<file path="src/rtl/debug_burst_sequencer_if.sv">
// debug_burst_sequencer_if: groups the command, bus, response and breakpoint
// signals of the debug burst sequencer.
// The "slave" modport is the sequencer's view.
// The "master" modport is the view of the environment that drives commands,
// answers bus transfers and consumes responses.
interface debug_burst_sequencer_if #(
  parameter int ADDR_WIDTH  = 16,
  parameter int DATA_WIDTH  = 16,
  parameter int COUNT_WIDTH = 8
);
  // command handshake
  logic                   CMD_VALID_I;
  logic                   CMD_READY_O;
  logic [2:0]             CMD_OP_I;
  logic [2:0]             CMD_ARG_I;
  logic [ADDR_WIDTH-1:0]  CMD_ADDR_I;
  logic [DATA_WIDTH-1:0]  CMD_DATA_I;
  logic [COUNT_WIDTH-1:0] CMD_COUNT_I;
  logic                   CMD_ADDR_INC_I;
  // CPU bus side
  logic                   BUS_REQ_O;
  logic                   BUS_WE_O;
  logic [ADDR_WIDTH-1:0]  BUS_ADDR_O;
  logic [DATA_WIDTH-1:0]  BUS_DOUT_O;
  logic [DATA_WIDTH-1:0]  BUS_DIN_I;
  logic                   BUS_ACK_I;
  // read response handshake
  logic                   RSP_VALID_O;
  logic [DATA_WIDTH-1:0]  RSP_DATA_O;
  logic                   RSP_READY_I;
  // breakpoint and status
  logic [ADDR_WIDTH-1:0]  PC_I;
  logic                   BKP_HIT_O;
  logic                   BUSY_O;
  logic                   ERR_O;

  modport slave (
    input  CMD_VALID_I, CMD_OP_I, CMD_ARG_I, CMD_ADDR_I, CMD_DATA_I,
           CMD_COUNT_I, CMD_ADDR_INC_I, BUS_DIN_I, BUS_ACK_I, RSP_READY_I, PC_I,
    output CMD_READY_O, BUS_REQ_O, BUS_WE_O, BUS_ADDR_O, BUS_DOUT_O,
           RSP_VALID_O, RSP_DATA_O, BKP_HIT_O, BUSY_O, ERR_O
  );

  modport master (
    output CMD_VALID_I, CMD_OP_I, CMD_ARG_I, CMD_ADDR_I, CMD_DATA_I,
           CMD_COUNT_I, CMD_ADDR_INC_I, BUS_DIN_I, BUS_ACK_I, RSP_READY_I, PC_I,
    input  CMD_READY_O, BUS_REQ_O, BUS_WE_O, BUS_ADDR_O, BUS_DOUT_O,
           RSP_VALID_O, RSP_DATA_O, BKP_HIT_O, BUSY_O, ERR_O
  );
endinterface

</file>
<file path="src/rtl/debug_burst_sequencer.sv">
// debug_burst_sequencer: accepts one debug command per handshake.
// It runs memory read/write bursts with optional address auto-increment and
// returns read data through a response handshake.
// It also owns a breakpoint table that is compared against the CPU PC.
//
// Optional feature: when the macro DEBUG_SEQ_BUS_TIMEOUT_EN is defined, a bus
// transfer that sees no ACK for 63 cycles is abandoned and ERR_O is raised.
// Without the macro, BUS waits for ACK indefinitely.
module debug_burst_sequencer #(
  parameter int ADDR_WIDTH  = 16,
  parameter int DATA_WIDTH  = 16,
  parameter int NUM_BKP     = 4,
  parameter int COUNT_WIDTH = 8
) (
  input  logic                    CLK,
  input  logic                    RESET,
  debug_burst_sequencer_if.slave  dbg
);

  localparam logic [2:0] OP_WR_BKP  = 3'd1;
  localparam logic [2:0] OP_CLR_BKP = 3'd2;
  localparam logic [2:0] OP_RD_MEM  = 3'd3;
  localparam logic [2:0] OP_WR_MEM  = 3'd4;
  localparam logic [3:0] NUM_BKP_L  = 4'(NUM_BKP);

  typedef enum logic [1:0] {
    ST_IDLE = 2'd0,
    ST_BUS  = 2'd1,
    ST_RESP = 2'd2
  } state_t;

  state_t                  r_state;
  state_t                  w_state_nxt;

  logic [ADDR_WIDTH-1:0]   r_addr;
  logic [DATA_WIDTH-1:0]   r_data;
  logic [COUNT_WIDTH-1:0]  r_count;
  logic                    r_inc;
  logic                    r_we;
  logic                    r_rsp_valid;
  logic [DATA_WIDTH-1:0]   r_rsp_data;
  logic [NUM_BKP-1:0]      r_bkp_en;
  logic [ADDR_WIDTH-1:0]   r_bkp_addr [NUM_BKP];
  logic                    r_hit;
  logic                    r_err;

  logic                    w_accept;
  logic                    w_mem_cmd;
  logic                    w_bkp_cmd;
  logic                    w_slot_ok;
  logic                    w_last;
  logic                    w_bus_ack;
  logic                    w_rsp_take;
  logic                    w_advance;
  logic                    w_hit;
  logic                    w_timeout;
  logic                    w_cmd_ready;
  logic                    w_bus_req;
  logic                    w_busy;

  assign w_accept   = dbg.CMD_VALID_I && (r_state == ST_IDLE);
  assign w_mem_cmd  = (dbg.CMD_OP_I == OP_RD_MEM) || (dbg.CMD_OP_I == OP_WR_MEM);
  assign w_bkp_cmd  = (dbg.CMD_OP_I == OP_WR_BKP) || (dbg.CMD_OP_I == OP_CLR_BKP);
  assign w_slot_ok  = ({1'b0, dbg.CMD_ARG_I} < NUM_BKP_L);
  assign w_last     = (r_count == '0);
  assign w_bus_ack  = (r_state == ST_BUS) && dbg.BUS_ACK_I;
  assign w_rsp_take = (r_state == ST_RESP) && dbg.RSP_READY_I;
  // another beat follows: a write ACK or a consumed read response with count left
  assign w_advance  = ((w_bus_ack && r_we) || w_rsp_take) && !w_last;

`ifdef DEBUG_SEQ_BUS_TIMEOUT_EN
  logic [5:0] r_to_cnt;

  // bus watchdog: counts BUS cycles without ACK, restarts on ACK or on BUS entry
  always_ff @(posedge CLK) begin
    if (RESET || (r_state != ST_BUS) || dbg.BUS_ACK_I) begin
      r_to_cnt <= '0;
    end else begin
      r_to_cnt <= r_to_cnt + 6'd1;
    end
  end

  assign w_timeout = (r_state == ST_BUS) && !dbg.BUS_ACK_I && (r_to_cnt == 6'd63);
`else
  assign w_timeout = 1'b0;
`endif

  // state register
  always_ff @(posedge CLK) begin
    if (RESET) begin
      r_state <= ST_IDLE;
    end else begin
      r_state <= w_state_nxt;
    end
  end

  // next-state and state-decoded outputs
  always_comb begin
    w_state_nxt = r_state;
    w_cmd_ready = 1'b0;
    w_bus_req   = 1'b0;
    w_busy      = 1'b1;
    unique case (r_state)
      ST_IDLE: begin
        w_cmd_ready = 1'b1;
        w_busy      = 1'b0;
        if (w_accept && w_mem_cmd) begin
          w_state_nxt = ST_BUS;
        end
      end
      ST_BUS: begin
        w_bus_req = 1'b1;
        if (w_timeout) begin
          w_state_nxt = ST_IDLE;
        end else if (dbg.BUS_ACK_I) begin
          if (!r_we) begin
            w_state_nxt = ST_RESP;
          end else if (w_last) begin
            w_state_nxt = ST_IDLE;
          end
        end
      end
      ST_RESP: begin
        if (dbg.RSP_READY_I) begin
          w_state_nxt = w_last ? ST_IDLE : ST_BUS;
        end
      end
      default: begin
        w_state_nxt = ST_IDLE;
      end
    endcase
  end

  // burst latches: loaded on accept, stepped after each completed beat
  always_ff @(posedge CLK) begin
    if (RESET) begin
      r_addr  <= '0;
      r_data  <= '0;
      r_count <= '0;
      r_inc   <= 1'b0;
      r_we    <= 1'b0;
    end else if (w_accept && w_mem_cmd) begin
      r_addr  <= dbg.CMD_ADDR_I;
      r_data  <= dbg.CMD_DATA_I;
      r_count <= dbg.CMD_COUNT_I;
      r_inc   <= dbg.CMD_ADDR_INC_I;
      r_we    <= (dbg.CMD_OP_I == OP_WR_MEM);
    end else if (w_advance) begin
      r_count <= r_count - COUNT_WIDTH'(1);
      r_addr  <= r_addr + {{(ADDR_WIDTH-1){1'b0}}, r_inc};
    end
  end

  // read response: captured on a read ACK, held until the consumer takes it
  always_ff @(posedge CLK) begin
    if (RESET) begin
      r_rsp_valid <= 1'b0;
      r_rsp_data  <= '0;
    end else if (w_bus_ack && !r_we) begin
      r_rsp_valid <= 1'b1;
      r_rsp_data  <= dbg.BUS_DIN_I;
    end else if (w_rsp_take) begin
      r_rsp_valid <= 1'b0;
    end
  end

  // breakpoint table; an out-of-range slot index matches no loop iteration
  always_ff @(posedge CLK) begin
    for (int i = 0; i < NUM_BKP; i++) begin
      if (RESET) begin
        r_bkp_en[i]   <= 1'b0;
        r_bkp_addr[i] <= '0;
      end else if (w_accept && (3'(i) == dbg.CMD_ARG_I)) begin
        if (dbg.CMD_OP_I == OP_WR_BKP) begin
          r_bkp_en[i]   <= 1'b1;
          r_bkp_addr[i] <= dbg.CMD_ADDR_I;
        end else if (dbg.CMD_OP_I == OP_CLR_BKP) begin
          r_bkp_en[i]   <= 1'b0;
        end
      end
    end
  end

  // PC comparator over all enabled slots
  always_comb begin
    w_hit = 1'b0;
    for (int i = 0; i < NUM_BKP; i++) begin
      if (r_bkp_en[i] && (r_bkp_addr[i] == dbg.PC_I)) begin
        w_hit = 1'b1;
      end
    end
  end

  // registered breakpoint hit
  always_ff @(posedge CLK) begin
    if (RESET) begin
      r_hit <= 1'b0;
    end else begin
      r_hit <= w_hit;
    end
  end

  // sticky error: bad slot index or bus timeout, cleared by the next good accept
  always_ff @(posedge CLK) begin
    if (RESET) begin
      r_err <= 1'b0;
    end else if (w_timeout) begin
      r_err <= 1'b1;
    end else if (w_accept) begin
      r_err <= w_bkp_cmd && !w_slot_ok;
    end
  end

  assign dbg.CMD_READY_O = w_cmd_ready;
  assign dbg.BUS_REQ_O   = w_bus_req;
  assign dbg.BUS_WE_O    = w_bus_req && r_we;
  assign dbg.BUS_ADDR_O  = r_addr;
  assign dbg.BUS_DOUT_O  = r_data;
  assign dbg.RSP_VALID_O = r_rsp_valid;
  assign dbg.RSP_DATA_O  = r_rsp_data;
  assign dbg.BKP_HIT_O   = r_hit;
  assign dbg.BUSY_O      = w_busy;
  assign dbg.ERR_O       = r_err;

endmodule

</file>
<file path="src/flat_wrapper.sv">
// flat-port wrapper written by rule: the top's interface ports become plain ports
module debug_burst_sequencer_flat 
#(
  parameter int ADDR_WIDTH  = 16,
  parameter int DATA_WIDTH  = 16,
  parameter int NUM_BKP     = 4,
  parameter int COUNT_WIDTH = 8
)
  (CLK, RESET, dbg_CMD_VALID_I, dbg_CMD_OP_I, dbg_CMD_ARG_I, dbg_CMD_ADDR_I, dbg_CMD_DATA_I, dbg_CMD_COUNT_I, dbg_CMD_ADDR_INC_I, dbg_BUS_DIN_I, dbg_BUS_ACK_I, dbg_RSP_READY_I, dbg_PC_I, dbg_CMD_READY_O, dbg_BUS_REQ_O, dbg_BUS_WE_O, dbg_BUS_ADDR_O, dbg_BUS_DOUT_O, dbg_RSP_VALID_O, dbg_RSP_DATA_O, dbg_BKP_HIT_O, dbg_BUSY_O, dbg_ERR_O);
  debug_burst_sequencer_if #(.ADDR_WIDTH(ADDR_WIDTH), .DATA_WIDTH(DATA_WIDTH), .COUNT_WIDTH(COUNT_WIDTH)) dbg_i ();
  input  logic CLK;
  input  logic RESET;
  input wire logic [$bits(dbg_i.CMD_VALID_I)-1:0] dbg_CMD_VALID_I;
  input wire logic [$bits(dbg_i.CMD_OP_I)-1:0] dbg_CMD_OP_I;
  input wire logic [$bits(dbg_i.CMD_ARG_I)-1:0] dbg_CMD_ARG_I;
  input wire logic [$bits(dbg_i.CMD_ADDR_I)-1:0] dbg_CMD_ADDR_I;
  input wire logic [$bits(dbg_i.CMD_DATA_I)-1:0] dbg_CMD_DATA_I;
  input wire logic [$bits(dbg_i.CMD_COUNT_I)-1:0] dbg_CMD_COUNT_I;
  input wire logic [$bits(dbg_i.CMD_ADDR_INC_I)-1:0] dbg_CMD_ADDR_INC_I;
  input wire logic [$bits(dbg_i.BUS_DIN_I)-1:0] dbg_BUS_DIN_I;
  input wire logic [$bits(dbg_i.BUS_ACK_I)-1:0] dbg_BUS_ACK_I;
  input wire logic [$bits(dbg_i.RSP_READY_I)-1:0] dbg_RSP_READY_I;
  input wire logic [$bits(dbg_i.PC_I)-1:0] dbg_PC_I;
  output wire logic [$bits(dbg_i.CMD_READY_O)-1:0] dbg_CMD_READY_O;
  output wire logic [$bits(dbg_i.BUS_REQ_O)-1:0] dbg_BUS_REQ_O;
  output wire logic [$bits(dbg_i.BUS_WE_O)-1:0] dbg_BUS_WE_O;
  output wire logic [$bits(dbg_i.BUS_ADDR_O)-1:0] dbg_BUS_ADDR_O;
  output wire logic [$bits(dbg_i.BUS_DOUT_O)-1:0] dbg_BUS_DOUT_O;
  output wire logic [$bits(dbg_i.RSP_VALID_O)-1:0] dbg_RSP_VALID_O;
  output wire logic [$bits(dbg_i.RSP_DATA_O)-1:0] dbg_RSP_DATA_O;
  output wire logic [$bits(dbg_i.BKP_HIT_O)-1:0] dbg_BKP_HIT_O;
  output wire logic [$bits(dbg_i.BUSY_O)-1:0] dbg_BUSY_O;
  output wire logic [$bits(dbg_i.ERR_O)-1:0] dbg_ERR_O;
  assign dbg_i.CMD_VALID_I = dbg_CMD_VALID_I;
  assign dbg_i.CMD_OP_I = dbg_CMD_OP_I;
  assign dbg_i.CMD_ARG_I = dbg_CMD_ARG_I;
  assign dbg_i.CMD_ADDR_I = dbg_CMD_ADDR_I;
  assign dbg_i.CMD_DATA_I = dbg_CMD_DATA_I;
  assign dbg_i.CMD_COUNT_I = dbg_CMD_COUNT_I;
  assign dbg_i.CMD_ADDR_INC_I = dbg_CMD_ADDR_INC_I;
  assign dbg_i.BUS_DIN_I = dbg_BUS_DIN_I;
  assign dbg_i.BUS_ACK_I = dbg_BUS_ACK_I;
  assign dbg_i.RSP_READY_I = dbg_RSP_READY_I;
  assign dbg_i.PC_I = dbg_PC_I;
  assign dbg_CMD_READY_O = dbg_i.CMD_READY_O;
  assign dbg_BUS_REQ_O = dbg_i.BUS_REQ_O;
  assign dbg_BUS_WE_O = dbg_i.BUS_WE_O;
  assign dbg_BUS_ADDR_O = dbg_i.BUS_ADDR_O;
  assign dbg_BUS_DOUT_O = dbg_i.BUS_DOUT_O;
  assign dbg_RSP_VALID_O = dbg_i.RSP_VALID_O;
  assign dbg_RSP_DATA_O = dbg_i.RSP_DATA_O;
  assign dbg_BKP_HIT_O = dbg_i.BKP_HIT_O;
  assign dbg_BUSY_O = dbg_i.BUSY_O;
  assign dbg_ERR_O = dbg_i.ERR_O;
  debug_burst_sequencer #(.ADDR_WIDTH(ADDR_WIDTH), .DATA_WIDTH(DATA_WIDTH), .NUM_BKP(NUM_BKP), .COUNT_WIDTH(COUNT_WIDTH)) u_core (.CLK(CLK), .RESET(RESET), .dbg(dbg_i));
endmodule
</file>
<file path="config.mk">
export PLATFORM = sky130hd
export DESIGN_NAME = debug_burst_sequencer_flat
export DESIGN_NICKNAME = d
export VERILOG_FILES = /design/src/rtl/debug_burst_sequencer_if.sv /design/src/rtl/debug_burst_sequencer.sv /design/src/flat_wrapper.sv
export SDC_FILE = /design/constraint.sdc
export NUM_CORES = 1
export LEC_CHECK = 0
export ABC_AREA = 1
export CAP_MARGIN = 20
export CORE_MARGIN = 1.5
export CORE_UTILIZATION = 35
export CTS_BUF_LIST = sky130_fd_sc_hd__clkbuf_2 sky130_fd_sc_hd__clkbuf_4 sky130_fd_sc_hd__clkbuf_8
export DETAILED_ROUTE_END_ITERATION = 8
export GPL_TIMING_DRIVEN = 0
export HOLD_SLACK_MARGIN = 0.12
export PLACE_DENSITY_LB_ADDON = 0.08
export SKIP_LAST_GASP = 1
export SLEW_MARGIN = 20
export SYNTH_ARGS = -nofsm -noshare
export SYNTH_HDL_FRONTEND = slang
export SYNTH_SLANG_ARGS = --single-unit
</file>
<file path="constraint.sdc">
create_clock -name CLK -period 2.95 [get_ports CLK]
set_input_delay 0.295 -clock CLK [delete_from_list [all_inputs] [get_ports CLK]]
set_output_delay 0.295 -clock CLK [all_outputs]
set_load 0.005 [all_outputs]
</file>
==> results by group, run 1 <==
Status
  • Outcome: finished, final reports clean

GRT
  • Initial antenna violation count: 0
  • Largest net degree at the start of global routing: 17
  • Total track usage: roughly 21%
  • Vias in the first global route: ~5600
  • Total gr overflow: 0
  • First-pass GRT wire length: a little over 30 mm

STA
  • Hold WS: roughly 0.22 ns
  • Fin. Hold Viols: 0
  • Final Max Slew Viols: 0
  • Fin crit share: approximately 70%
  • Worst-Margin Slew: approximately 0.86 ns
  • RSZ-0062 raised after global routing: false
  • # setup viols final: 0
  • Clock Skew: ~0.011 ns
  • Total negative slack: 0 ns
  • Slew headroom: about 42%
  • Max Clock Freq: 0.481 GHz
  • Final min period: 2.08 ns

Clock tree
  • Clock Latency Late Sink: between 0.4 and 0.5 ns
  • Cts hold-fix bufs: 0
  • # clock sinks: roughly 130
  • CTS clk-pin slew, worst paths: around 0.080 ns
  • Post-CTS setup buffer count: 0
  • CTS buffer count: 17
  • Root buffer cell: clkbuf_8
  • Htree depth: 4
  • Clock tree buffer depth: 2
  • CTS tree: built
  • Post-cts sizing count: 0

Setup path
  • CP max FO: 16
  • Crit path kind: reg2reg
  • Crit path DAT: 2.16 ns
  • Setup crit start kind: register
  • CP Capture Type: register
  • Critical Path RT: 3.03 ns

Place
  • RePlAce Congestion: roughly 0.86
  • Port bufs: ~140
  • Detailed-placement wirelength estimate: 14.9 mm

Synth
  • Most used DFF post-synth: dfxtp_1
  • Sequential area share after synthesis: roughly half
  • Mapped Nets: between 900 and 1000
  • Avg Inst Size Synth: approximately 7.6 sq um
  • Number of synthesized flops with an enable pin: 64
  • Cells after Synth: between 800 and 900
  • Asr flop ratio synth: 0%
  • Netlist Area Pre-Place: between 6000 and 7000 sq um
  • Warnings from Yosys: 0
  • Synth Register Bits: around 130
  • Netlist cell types: 38

Drt
  • Antenna viol nets, final: 0
  • Via count: between 5000 and 6000
  • DR vias/cell: around 4.6
  • Detailed Route WL: slightly below 20 mm
  • Remaining DRCs: 0
  • WL/cell: 15.5 microns
  • DRT iter0 DRCs: 412
  • DRT Pass-1 Iters: 5

Final layout
  • Number of nets in the layout: 1125
  • Area grow syn2layout: 30.7%
  • ANT cells: 0
  • Fillers: roughly 1900
  • Layout cells sized above 1: 7.23%
  • Seq. cell area: 3260 sq um
  • Footprint of the multi-input gates: between 2000 and 3000 sq um

Power
  • Switch share: between 20% and 30%
  • Int Power: a little over 0.003 W
  • Static Leak: roughly 3.8 nW
  • Peak VDD IR: 0.265 mV
  • Pwr per Cell Area: 480 nW/um^2
  • Logic pwr share: around 15%
  • Clock power share: 36.9%
  • Switching Power: 0.00111 W
  • Sequential power share: 48.5%

Floorplan
  • Die H: roughly 140 microns
  • Die area: 19900 sq um
  • Ports: 139
  • Core box area: ~19000 sq um
  • Die Span X: 141 microns
  • Initial core utilization: 35.8%
  • Row count: 50

Job
  • MaxCap Viol Count: 0

Min path
  • Hold WC Path Type: in2reg
flip-flops by register name (all words and copies together) (netlist names), 2 cells and up:
register               count
u_core.r_count             8
u_core.dbg.BUS_DOUT_O     16
u_core.dbg.RSP_DATA_O     16
u_core.r_state             2
u_core.dbg.BUS_ADDR_O     16
u_core.r_bkp_en            4
u_core.r_bkp_addr         64
Yosys cell counts (2+ instances only):
cell type,number,area share [%]
nand2_1,223,13
nor2_1,200,11
inv_1,102,5.7
dfxtp_1,67,20
edfxtp_1,64,29
o21ai_0,57,4.3
nand3_1,38,2.8
xor2_1,20,2.6
a21oi_1,19,1.4
nor3_1,10,0.75
clkbuf_1,8,0.45
buf_2,7,0.52
buf_6,7,1.2
nand4_1,6,0.56
xnor2_1,5,0.65
a31oi_1,4,0.37
nand3_2,4,0.60
o211ai_1,4,0.45
o21ai_1,4,0.30
ha_1,3,0.56
inv_2,3,0.17
nor2_2,3,0.28
nor2_4,3,0.51
buf_4,2,0.22
nand2_2,2,0.19
nand2_4,2,0.34
nor4_4,2,0.64
o21bai_1,2,0.22
or2_2,2,0.19
layout by cell type, fill, tap and decap left out, types with 5 or more instances in the layout:
| master | synthesis | final |
|---|---|---|
| a21oi_1 | 19 | 19 |
| buf_2 | 7 | 7 |
| buf_6 | 7 | 7 |
| clkbuf_1 | 8 | 8 |
| clkbuf_8 | 0 | 19 |
| clkdlybuf4s50_1 | 0 | 137 |
| clkinv_2 | 0 | 5 |
| dfxtp_1 | 67 | 67 |
| edfxtp_1 | 64 | 64 |
| inv_1 | 102 | 102 |
| nand2_1 | 223 | 223 |
| nand3_1 | 38 | 38 |
| nand4_1 | 6 | 6 |
| nor2_1 | 200 | 200 |
| nor3_1 | 10 | 10 |
| o21ai_0 | 57 | 57 |
| xnor2_1 | 5 | 5 |
| xor2_1 | 20 | 20 |
power by group through the flow:
stage | logic [W] | registers, W | clock network (W)
6_report | 0.000612 | 0.00203 | 0.00155
3_5_place_dp | 0.000618 | 0.00207 | 0
2_1_floorplan | 0.000301 | 0.00207 | 0
4_1_cts | 0.000621 | 0.00203 | 0.00157
5_1_grt | 0.000684 | 0.00204 | 0.00165
3_3_place_gp | 0.000617 | 0.00207 | 0
final timing paths:
path                           from                 endpoint  slack [ns]  cells after the start
setup / recovery  u_core.r_state[1]  u_core.r_bkp_addr[0][2]        0.87                      5
hold / removal                RESET   u_core.dbg.RSP_VALID_O        0.22                      2
setup reg to reg  u_core.r_state[1]  u_core.r_bkp_addr[0][2]        0.87                      5
hold reg to reg    u_core.dbg.ERR_O         u_core.dbg.ERR_O        0.47                      2
layout make-up:
cell class | instances | share of cell area [%]
Multi-Input combinational cell | 618 | 32.4
Sequential cell | 131 | 37.3
Clock inverter | 10 | 1.22
Clock buffer | 22 | 3.25
Inverter | 108 | 4.72
Tap cell | 234 | 3.35
Buffer | 25 | 2.05
Timing Repair Buffer | 137 | 15.7
critical path: stages, from the launching register on:
cell and delay (ns):
dfxtp_1 0.39, nor2_4 0.21, nand2_4 0.12, nor4_2 0.29, nand2_1 0.09, nand2_1 0.61
through the flow:
step / std cells / power, W / worst slack, ns / utilization [%] / area (sq um)
floorplan: 882 / 0.00237 / 1.23 / - / 6690
global placement: 1253 / 0.00269 / 0.420 / 44.6 / 8350
detailed placement: 1253 / 0.00269 / 0.396 / 44.6 / 8350
CTS: 1285 / 0.00422 / 0.815 / 46.7 / 8740
global route: 1285 / 0.00438 / 0.701 / 46.7 / 8740
finish: 1285 / 0.00419 / 0.873 / 46.7 / 8740
cell families after synthesis:
logic type	share of synthesized area [%]
XOR/XNOR	3.27
buffers and inverters	8.85
adder cells (fa/ha/maj)	0.561
AND/OR/NAND/NOR	31.1
AO/OA/AOI/OAI	7.41
flip-flops	48.8
layer usage:
metal / GRT usage (%) / share of wire (%)
met4: 6.58 / 1.1
met1: 27.3 / 45
met2: 34.5 / 48
met3: 3.97 / 5.7
met5: 0 / 0
No activity file was read; power rests on OpenSTA's default activity.
==> run 2, diff against run 1 <==
==> constraint.sdc (replaced) <==
create_clock -name CLK -period 2 [get_ports CLK]
set_input_delay 0.2 -clock CLK [delete_from_list [all_inputs] [get_ports CLK]]
set_output_delay 0.2 -clock CLK [all_outputs]
set_load 0.005 [all_outputs]
==> run 2 against run 1 <==
Net effect: register-to-register slack got worse by 0.74 ns; cell area rose by 0.54%; die area stayed put; critical path type is now reg2out; via count did not move; worst hold slack better by 0.10 ns; largest cell class unchanged.
==> results by group, run 2 (synthesized netlist as in run 1, its figures left out) <==
STA
  • Worst-Margin Slew: 0.661 ns (-0.202 ns)
  • Fin. Hold Viols: 0 (unchanged)
  • Final Max Slew Viols: 0 (unchanged)
  • RSZ-0062 raised after global routing: true
  • Fin crit share: 96.2%
  • Final min period: about 1.9 ns
  • # setup viols final: 0 (unchanged)
  • Slew headroom: 55.8% (+13 points)
  • Clock Skew: 0.0120 ns (+0.000589 ns)
  • Max Clock Freq: 0.519 GHz
  • Hold WS: 0.318 ns (+0.101 ns)
  • Final worst setup slack: 0.0750 ns (-0.798 ns)

Drt
  • Remaining DRCs: 0 (unchanged)
  • DR vias/cell: 4.63 (-0.23%)
  • DRT Pass-1 Iters: 5 (unchanged)
  • Via count: 5958 (unchanged)
  • Antenna viol nets, final: 0 (unchanged)
  • DRT iter0 DRCs: 376 (-8.7%)
  • Detailed Route WL: 20.0 mm (+0.71%)
  • WL/cell: 15.6 microns (+0.47%)

Clock tree
  • Htree depth: 4 (unchanged)
  • Clock tree buffer depth: 2 (unchanged)
  • # clock sinks: 131 (unchanged)
  • CTS clk-pin slew, worst paths: 0.08 ns (about the same)
  • Root buffer cell: clkbuf_8
  • CTS buffer count: 17 (unchanged)
  • Clock Latency Late Sink: 0.46 ns (about the same)
  • CTS tree: built

Floorplan
  • Core box area: 18700 sq um (unchanged)
  • Die Span X: 141 microns (unchanged)
  • Die area: 19900 sq um (unchanged)
  • Die H: 141 microns (unchanged)
  • Ports: 139 (unchanged)
  • Initial core utilization: 35.8% (unchanged)
  • Row count: 50 (unchanged)

Final layout
  • Layout cells sized above 1: 7.69% (+0.45 points)
  • Number of nets in the layout: 1128 (+0.27%)
  • Max reg flops: 64 (unchanged)
  • Footprint of the multi-input gates: 2850 sq um (+0.71%)
  • Commonest cells after routing, fill and taps aside: nand2_1, nor2_1, clkdlybuf4s50_1
  • ANT cells: 0 (unchanged)
  • Most common cell after layout, fill and taps aside: nand2_1
  • Fillers: 1901 (+0.32%)
  • Area grow syn2layout: 31.4%
  • Largest register by flop count: u_core.r_bkp_addr
  • Seq. cell area: 3260 sq um (unchanged)

GRT
  • Total track usage: 20.9% (+0.10 points)
  • Total gr overflow: 0 (unchanged)
  • Vias in the first global route: 5647 (+0.48%)
  • Largest net degree at the start of global routing: 17 (unchanged)
  • Initial antenna violation count: 0 (unchanged)
  • First-pass GRT wire length: 31.0 mm (+0.56%)

Setup path
  • Crit path kind: reg2out
  • Setup crit start kind: register
  • CP max FO: 4 (-12)
  • CP Capture Type: output pin
  • R2r startpoint: u_core.r_state[1]
  • Critical Path RT: 1.80 ns (-1.23 ns)
  • Crit path DAT: 1.72 ns (-0.44 ns)
  • R2R cell count: 5 (unchanged)
  • Worst Setup SP: u_core.r_we

Min path
  • Worst hold stages: 3 (+1)
  • Hold WC Path Type: in2reg
  • Min-Delay Startpoint: dbg_BUS_DIN_I[5]

Power
  • Int Power: 0.00456 W (+48%)
  • Peak VDD IR: 0.402 mV (+52%)
  • Sequential power share: 48.3% (-0.2 points)
  • Logic pwr share: 14.9% (+0.3 points)
  • Switching Power: 0.00164 W (+49%)
  • Switch share: 26.5% (+0.094 points)
  • Pwr per Cell Area: 706 nW/um^2 (+47%)
  • Clock power share: 36.8% (about the same)
  • Static Leak: 3.78 nW (+0.60%)

Job
  • MaxCap Viol Count: 0 (unchanged)

Place
  • Dpl ws: -0.459 ns (-0.855 ns)
  • Detailed-placement wirelength estimate: 14.9 mm (unchanged)
  • Port bufs: 137 (unchanged)
  • RePlAce Congestion: 0.857 (unchanged)

Status
  • Outcome: finished, final reports clean
-- run 2: changes by cell type in the layout (fill, tap and decap cells not counted), sizes merged --
cell | previous run | this run
dlygate4sd3 | 0 | 2
buf | 17 | 18
-- run 2: metal layers --
metal | global-route usage (%) | wire (microns) | vias up
met5 | 0 | 0 | -
met4 | 6.47 | 277 | 0
met3 | 4.31 | 1130 | 18
met2 | 34.7 | 9640 | 149
met1 | 27.3 | 8990 | 2690
li1 | - | - | 3101
-- run 2: metrics by stage --
stage	TNS, ns	power, W	cell area [sq um]	utilization (%)	std cells
2_1_floorplan	0	0.00349	6690	-	882
3_3_place_gp	-32.05	0.00397	8350	44.6	1253
3_5_place_dp	-33.97	0.00397	8350	44.6	1253
4_1_cts	0	0.00623	8770	46.9	1287
5_1_grt	-0.278	0.00648	8790	47.0	1288
6_report	0	0.00620	8790	47.0	1288
-- run 2: final timing paths --
kind                         endpoint  slack (ns)
max reg2reg   u_core.r_bkp_addr[0][4]        0.13
max                      dbg_BUS_WE_O        0.08
min reg2reg          u_core.dbg.ERR_O        0.47
min          u_core.dbg.RSP_DATA_O[5]        0.32
-- run 2: final cells by class --
class                           count  share of cell area [%]
Tap cell                          234                    3.33
Sequential cell                   131                    37.1
Inverter                          108                    4.70
Timing Repair Buffer              140                    15.9
Buffer                             25                    2.04
Clock buffer                       22                    3.23
Clock inverter                     10                    1.21
Multi-Input combinational cell    618                    32.5
-- run 2: critical path, stage by stage, from the launching register on --
cell and delay (ns):
dfxtp_1 0.45, inv_1 0.10, nor3_1 0.19, clkdlybuf4s50_1 0.54
-- run 2: timing repair --
| action | 4_1_cts | 5_1_grt |
|---|---|---|
| resized for setup | 4 | 2 |
| hold buffers | 2 | 0 |
| endpoints found under the hold margin | 7 | 0 |
| pin swaps | 0 | 2 |
| setup endpoints to repair | 64 | 49 |
| setup buffers | 0 | 1 |
-- run 2: power groups by stage --
stage / clock [W] / sequential [W] / combinational [W]
detailed placement: 0 / 0.00306 / 0.000911
CTS: 0.00232 / 0.00300 / 0.000921
global route: 0.00244 / 0.00301 / 0.00103
floorplan: 0 / 0.00305 / 0.000444
finish: 0.00228 / 0.00300 / 0.000923
global placement: 0 / 0.00306 / 0.000910
